**config.mk**
```make
export PLATFORM = sky130hd
export DESIGN_NAME = mdu_sequencer
export DESIGN_NICKNAME = d
export VERILOG_FILES = /design/src/rtl/mdu_sequencer.sv
export SDC_FILE = /design/constraint.sdc
export NUM_CORES = 2
export LEC_CHECK = 0
export CORE_MARGIN = 1
export CORE_UTILIZATION = 36
export CTS_CLUSTER_DIAMETER = 60
export DETAILED_ROUTE_END_ITERATION = 12
export DONT_BUFFER_PORTS = 1
export PLACE_DENSITY = 0.47
export SYNTH_ARGS = -nofsm -noshare
export SYNTH_HDL_FRONTEND = slang
export SYNTH_SLANG_ARGS = --single-unit
export TNS_END_PERCENT = 100
```
**constraint.sdc**
```tcl
create_clock -name clk -period 23.2 [get_ports clk]
set_input_delay 1.16 -clock clk [delete_from_list [all_inputs] [get_ports clk]]
set_output_delay 1.16 -clock clk [all_outputs]
set_load 0.02 [all_outputs]
```
**src/rtl/mdu_sequencer.sv**
```systemverilog
// Multi-cycle multiply/divide sequencer for the EXE stage, producing one HI/LO write per op.
// Latency: multiply MUL_LAT+2 stall cycles, divide DIV_ITER+2 stall cycles, then DONE until exe_adv.
// Backpressure: stall_out holds the front end while working; DONE waits on exe_adv; flush aborts.
module mdu_sequencer #(
    parameter int MUL_LAT  = 2,
    parameter int DIV_ITER = 32
) (
    input  logic        clk,
    input  logic        resetn,
    input  logic        op_valid,
    input  logic [2:0]  op,
    input  logic [31:0] src_a,
    input  logic [31:0] src_b,
    input  logic [31:0] hi_in,
    input  logic [31:0] lo_in,
    input  logic        flush,
    input  logic        exe_adv,
    output logic        stall_out,
    output logic        hilo_we,
    output logic [31:0] hi_out,
    output logic [31:0] lo_out,
    output logic        busy
);

    localparam int CNT_MAX = (MUL_LAT > DIV_ITER) ? MUL_LAT : DIV_ITER;
    localparam int CNT_W   = $clog2(CNT_MAX) + 1;

    typedef enum logic [2:0] {
        S_IDLE,
        S_MUL,
        S_DIV,
        S_FIX,
        S_DONE
    } state_t;

    state_t           state_q;
    state_t           state_d;
    logic [CNT_W-1:0] cnt_q;
    logic [2:0]       op_q;
    logic [31:0]      a_q;
    logic [31:0]      b_q;
    logic [63:0]      acc_q;
    logic [63:0]      prod_q;
    logic [31:0]      rem_q;
    logic [31:0]      quo_q;
    logic [31:0]      dvs_q;
    logic             first_q;

    logic             accept;
    logic             op_is_div;
    logic             op_div_signed;
    logic             last_mul;
    logic             last_div;

    logic [63:0]      mul_a;
    logic [63:0]      mul_b;
    logic [32:0]      div_shift;
    logic             div_ge;
    logic [31:0]      rem_nxt;
    logic [31:0]      quo_nxt;

    logic             a_neg;
    logic             b_neg;
    logic [31:0]      q_fix;
    logic [31:0]      r_fix;
    logic [63:0]      fix_res;

    // ops 2/3 are the divides; bit 0 clear means signed
    assign op_is_div     = (op[2:1] == 2'b01);
    assign op_div_signed = op_is_div & ~op[0];
    assign accept        = (state_q == S_IDLE) && op_valid && !flush;
    assign last_mul      = (cnt_q == CNT_W'(MUL_LAT - 1));
    assign last_div      = (cnt_q == CNT_W'(DIV_ITER - 1));
    assign busy          = (state_q != S_IDLE);

    // Operand extension, one restoring-divide step, and the final sign/accumulate fix-up
    always_comb begin
        mul_a     = op_q[0] ? {32'b0, a_q} : {{32{a_q[31]}}, a_q};
        mul_b     = op_q[0] ? {32'b0, b_q} : {{32{b_q[31]}}, b_q};

        div_shift = {rem_q, quo_q[31]};
        div_ge    = (div_shift >= {1'b0, dvs_q});
        rem_nxt   = div_ge ? (div_shift[31:0] - dvs_q) : div_shift[31:0];
        quo_nxt   = {quo_q[30:0], div_ge};

        a_neg     = ~op_q[0] & a_q[31];
        b_neg     = ~op_q[0] & b_q[31];
        q_fix     = (a_neg ^ b_neg) ? (32'd0 - quo_q) : quo_q;
        r_fix     = a_neg ? (32'd0 - rem_q) : rem_q;
        // divide by zero: all-ones quotient, dividend passed through as remainder
        if (b_q == 32'd0) begin
            q_fix = 32'hFFFF_FFFF;
            r_fix = a_q;
        end

        case (op_q[2:1])
            2'b01:   fix_res = {r_fix, q_fix};
            2'b10:   fix_res = acc_q + prod_q;
            2'b11:   fix_res = acc_q - prod_q;
            default: fix_res = prod_q;
        endcase
    end

    // State register
    always_ff @(posedge clk or negedge resetn) begin
        if (!resetn) begin
            state_q <= S_IDLE;
        end else begin
            state_q <= state_d;
        end
    end

    // Next state, stall and write strobe; flush overrides everything
    always_comb begin
        state_d   = state_q;
        stall_out = 1'b0;
        hilo_we   = 1'b0;
        if (flush) begin
            state_d = S_IDLE;
        end else begin
            case (state_q)
                S_IDLE: begin
                    if (op_valid) begin
                        stall_out = 1'b1;
                        state_d   = op_is_div ? S_DIV : S_MUL;
                    end
                end
                S_MUL: begin
                    stall_out = 1'b1;
                    if (last_mul) state_d = S_FIX;
                end
                S_DIV: begin
                    stall_out = 1'b1;
                    if (last_div) state_d = S_FIX;
                end
                S_FIX: begin
                    stall_out = 1'b1;
                    state_d   = S_DONE;
                end
                S_DONE: begin
                    hilo_we = first_q;
                    if (exe_adv) state_d = S_IDLE;
                end
                default: state_d = S_IDLE;
            endcase
        end
    end

    // Datapath: operand capture, iteration counter, multiply/divide progress, result register
    always_ff @(posedge clk or negedge resetn) begin
        if (!resetn) begin
            cnt_q   <= '0;
            op_q    <= '0;
            a_q     <= '0;
            b_q     <= '0;
            acc_q   <= '0;
            prod_q  <= '0;
            rem_q   <= '0;
            quo_q   <= '0;
            dvs_q   <= '0;
            first_q <= 1'b0;
            hi_out  <= '0;
            lo_out  <= '0;
        end else begin
            first_q <= (state_q == S_FIX) && !flush;
            if (accept) begin
                cnt_q <= '0;
                op_q  <= op;
                a_q   <= src_a;
                b_q   <= src_b;
                acc_q <= {hi_in, lo_in};
                rem_q <= '0;
                quo_q <= (op_div_signed && src_a[31]) ? (32'd0 - src_a) : src_a;
                dvs_q <= (op_div_signed && src_b[31]) ? (32'd0 - src_b) : src_b;
            end else begin
                case (state_q)
                    S_MUL: begin
                        cnt_q  <= cnt_q + CNT_W'(1);
                        prod_q <= mul_a * mul_b;
                    end
                    S_DIV: begin
                        cnt_q <= cnt_q + CNT_W'(1);
                        rem_q <= rem_nxt;
                        quo_q <= quo_nxt;
                    end
                    S_FIX: begin
                        if (!flush) begin
                            hi_out <= fix_res[63:32];
                            lo_out <= fix_res[31:0];
                        end
                    end
                    default: ;
                endcase
            end
        end
    end

endmodule

```
==> impl_metrics.tcl <==
set metrics [dict create \
    track_usage 0.259 \
    overflow 0 \
    timing.fmax_ghz 0.0925 \
    grt_antenna_before_repair 17 \
    post-route-util 0.385 \
    critPathMostFrequentCell "fa_1" \
    synth_top_area_share 0.392 \
    grt_pass1_wl_um 392000 \
    drt-total-wl_um 261000 \
    required_ns 23.68 \
    post-route-period-util 0.466 \
    die_h_um 450 \
    yosysTopAreaCell "fa_1" \
    netlist_area_mm2 0.0723 \
    cts_tree "built" \
    syn_nets 10100 \
    dieArea_mm2 0.203 \
    drive_gt1_frac 0.0340 \
    clk_pin_slew_ns 0.06 \
    first_global_vias 58000 \
    grt_setup_unrepaired "false" \
    ys_types 82 \
    cts_resized 0 \
    tns_ns 0 \
    die_width_um 450 \
    initialDrtViolationCount 3999 \
    ys_seq_area_frac 0.126 \
    clkLatencyLatePin_ns 0.69 \
    reg2regPathDepth 32 \
    hold_violations 0 \
    routabilityCongestion 0.936 \
    start_util 0.362 \
    cts_sinks 364 \
    boundaryPins 203 \
    drv_cap 0 \
    cts.path.max_buffers 3 \
    relSlewSlack 0.219 \
    synth_seq_cells 364 \
    cp.depth 32 \
    r2r_start "op_q[0]" \
    path_class "reg2reg" \
    ys_warn_count 0 \
    finalClockSkew_ns 0.0654 \
    numPortBuffers 0 \
    setup_ws_ns 12.39 \
    vias 54800 \
    cts_buffers 55 \
    synth_cells 8173 \
    synth_edf_count 0 \
    finalMaxSlewViolations 0 \
    crit_buf_inv 8 \
    avgViaCountPerCell 5.16 \
    synth_top_cells_by_area "fa_1 39%, dfrtp_1 13%, inv_1 8.4%, ha_1 7.2%, nand2_1 6.5%" \
    core_mm2 0.200 \
    post-cts-setup-buffer-count 0 \
    start_kind "flip-flop" \
    synth.top_cells.by_count "1620 x inv_1, 1417 x fa_1, 1256 x nand2_1" \
    fin_crit_ns 10.81 \
    hold_buffers 0 \
    grt_start_max_net_pins 365 \
    syn_area_per_cell_um2 8.85 \
    rows 164 \
    r2r_slack_ns 12.39 \
    area_growth_pct 6.30 \
    dp_slack_ns 12.56 \
    crit_path_end_kind "flip-flop" \
    status "complete, no violations" \
    drc_errors 0 \
    slowest_stage "a2111oi_1" \
    htreeDepth 2 \
    hp-class "in2async" \
    ys.flop_type "dfrtp_1" \
    dpl.hpwl_um 208000 \
    routedWlPerCell_um 24.6 \
    cts_root_buffer "clkbuf_16" \
    critPathLaunch "op_q[0]" \
    arrival_ns 11.29 \
    ant_nets 0 \
    cp_slowest_stage_delay_ns 0.73 \
    nNetsFinal 9876 \
    crit_fanout 31 \
    yosysMostFrequentCell "inv_1" \
    ys_async_sr_fraction 1.00 \
    firstDrtPassIters 7 \
    setup_viol 0 \
    crit_family "adder cells" \
    worst_slew_pin_slew_ns 1.17 \
]
-- cells by family after synthesis --
| logic type | after synthesis | synth area share |
|---|---|---|
| AOI/OAI and AO/OA | 1040 | 0.0900 |
| muxes | 67 | 0.00948 |
| and+or+nand+nor | 2447 | 0.159 |
| DFF | 364 | 0.126 |
| adders and majority gates | 1836 | 0.465 |
| xor gates and xnor gates | 368 | 0.0446 |
| buffers and inverters | 2051 | 0.107 |
-- routing by layer --
metal  routed length, µm  track usage  vias to the layer above
met5                   0            0                        -
met4                7250       0.0658                        0
met3               14500       0.0300                      248
met2              116000        0.406                     1541
met1              123000        0.379                    28500
li1                    -            -                    24500
-- metrics by stage --
stage	hold slack, ns	std cells	instance area (µm²)
after floorplan	0.450	8173	72300
after global placement	0.467	10500	74900
after detailed placement	0.470	10500	74900
after CTS	0.157	10600	76900
after global routing	0.148	10600	76900
final	0.169	10600	76900
-- sequential cells by signal (all words and copies together) (netlist names) --
signal and flops:
acc_q 64, op_q 3, b_q 32, dvs_q 31, quo_q 32, rem_q 32, prod_q 64, a_q 32
first_q 1, cnt_q 6, lo_out 32, hi_out 32, state_q 3
-- area by class of cell --
type | count | area, µm²
diodes | 5 | 12.5
clock buffers | 69 | 1500
clock inverters | 34 | 463
fillers | 20400 | 123000
inverters | 1620 | 6080
multi-input cells | 5758 | 55600
flip-flops and latches | 364 | 9130
well taps | 2656 | 3320
repair buffers | 106 | 796
-- path summary, 6_finish.rpt --
path	endpoint
min in group clk	dvs_q[8]
worst min-delay path	quo_q[8]
worst max register to register	prod_q[57]
worst max-delay path	prod_q[57]
worst min register to register	dvs_q[8]
max in group asynchronous	op_q[2]
-- cell usage in the layout, fill, tap and decap left out, drive strengths merged, types with 33 or more instances in the layout --
| cell | n |
|---|---|
| o31ai | 49 |
| or3 | 37 |
| xnor2 | 199 |
| ha | 418 |
| and2 | 582 |
| fa | 1417 |
| xor2 | 169 |
| a21o | 107 |
| a31oi | 54 |
| nand3 | 59 |
| a21oi | 246 |
| buf | 106 |
| nor2 | 254 |
| nand2 | 1257 |
| inv | 1631 |
| mux2i | 58 |
| clkbuf | 69 |
| dfrtp | 364 |
| o21ai | 317 |
| nor2b | 34 |
| nor3 | 51 |
| and3 | 33 |
Power is not shown: default switching activity piles up to over one toggle a cycle in this logic, so the estimate is an artifact.
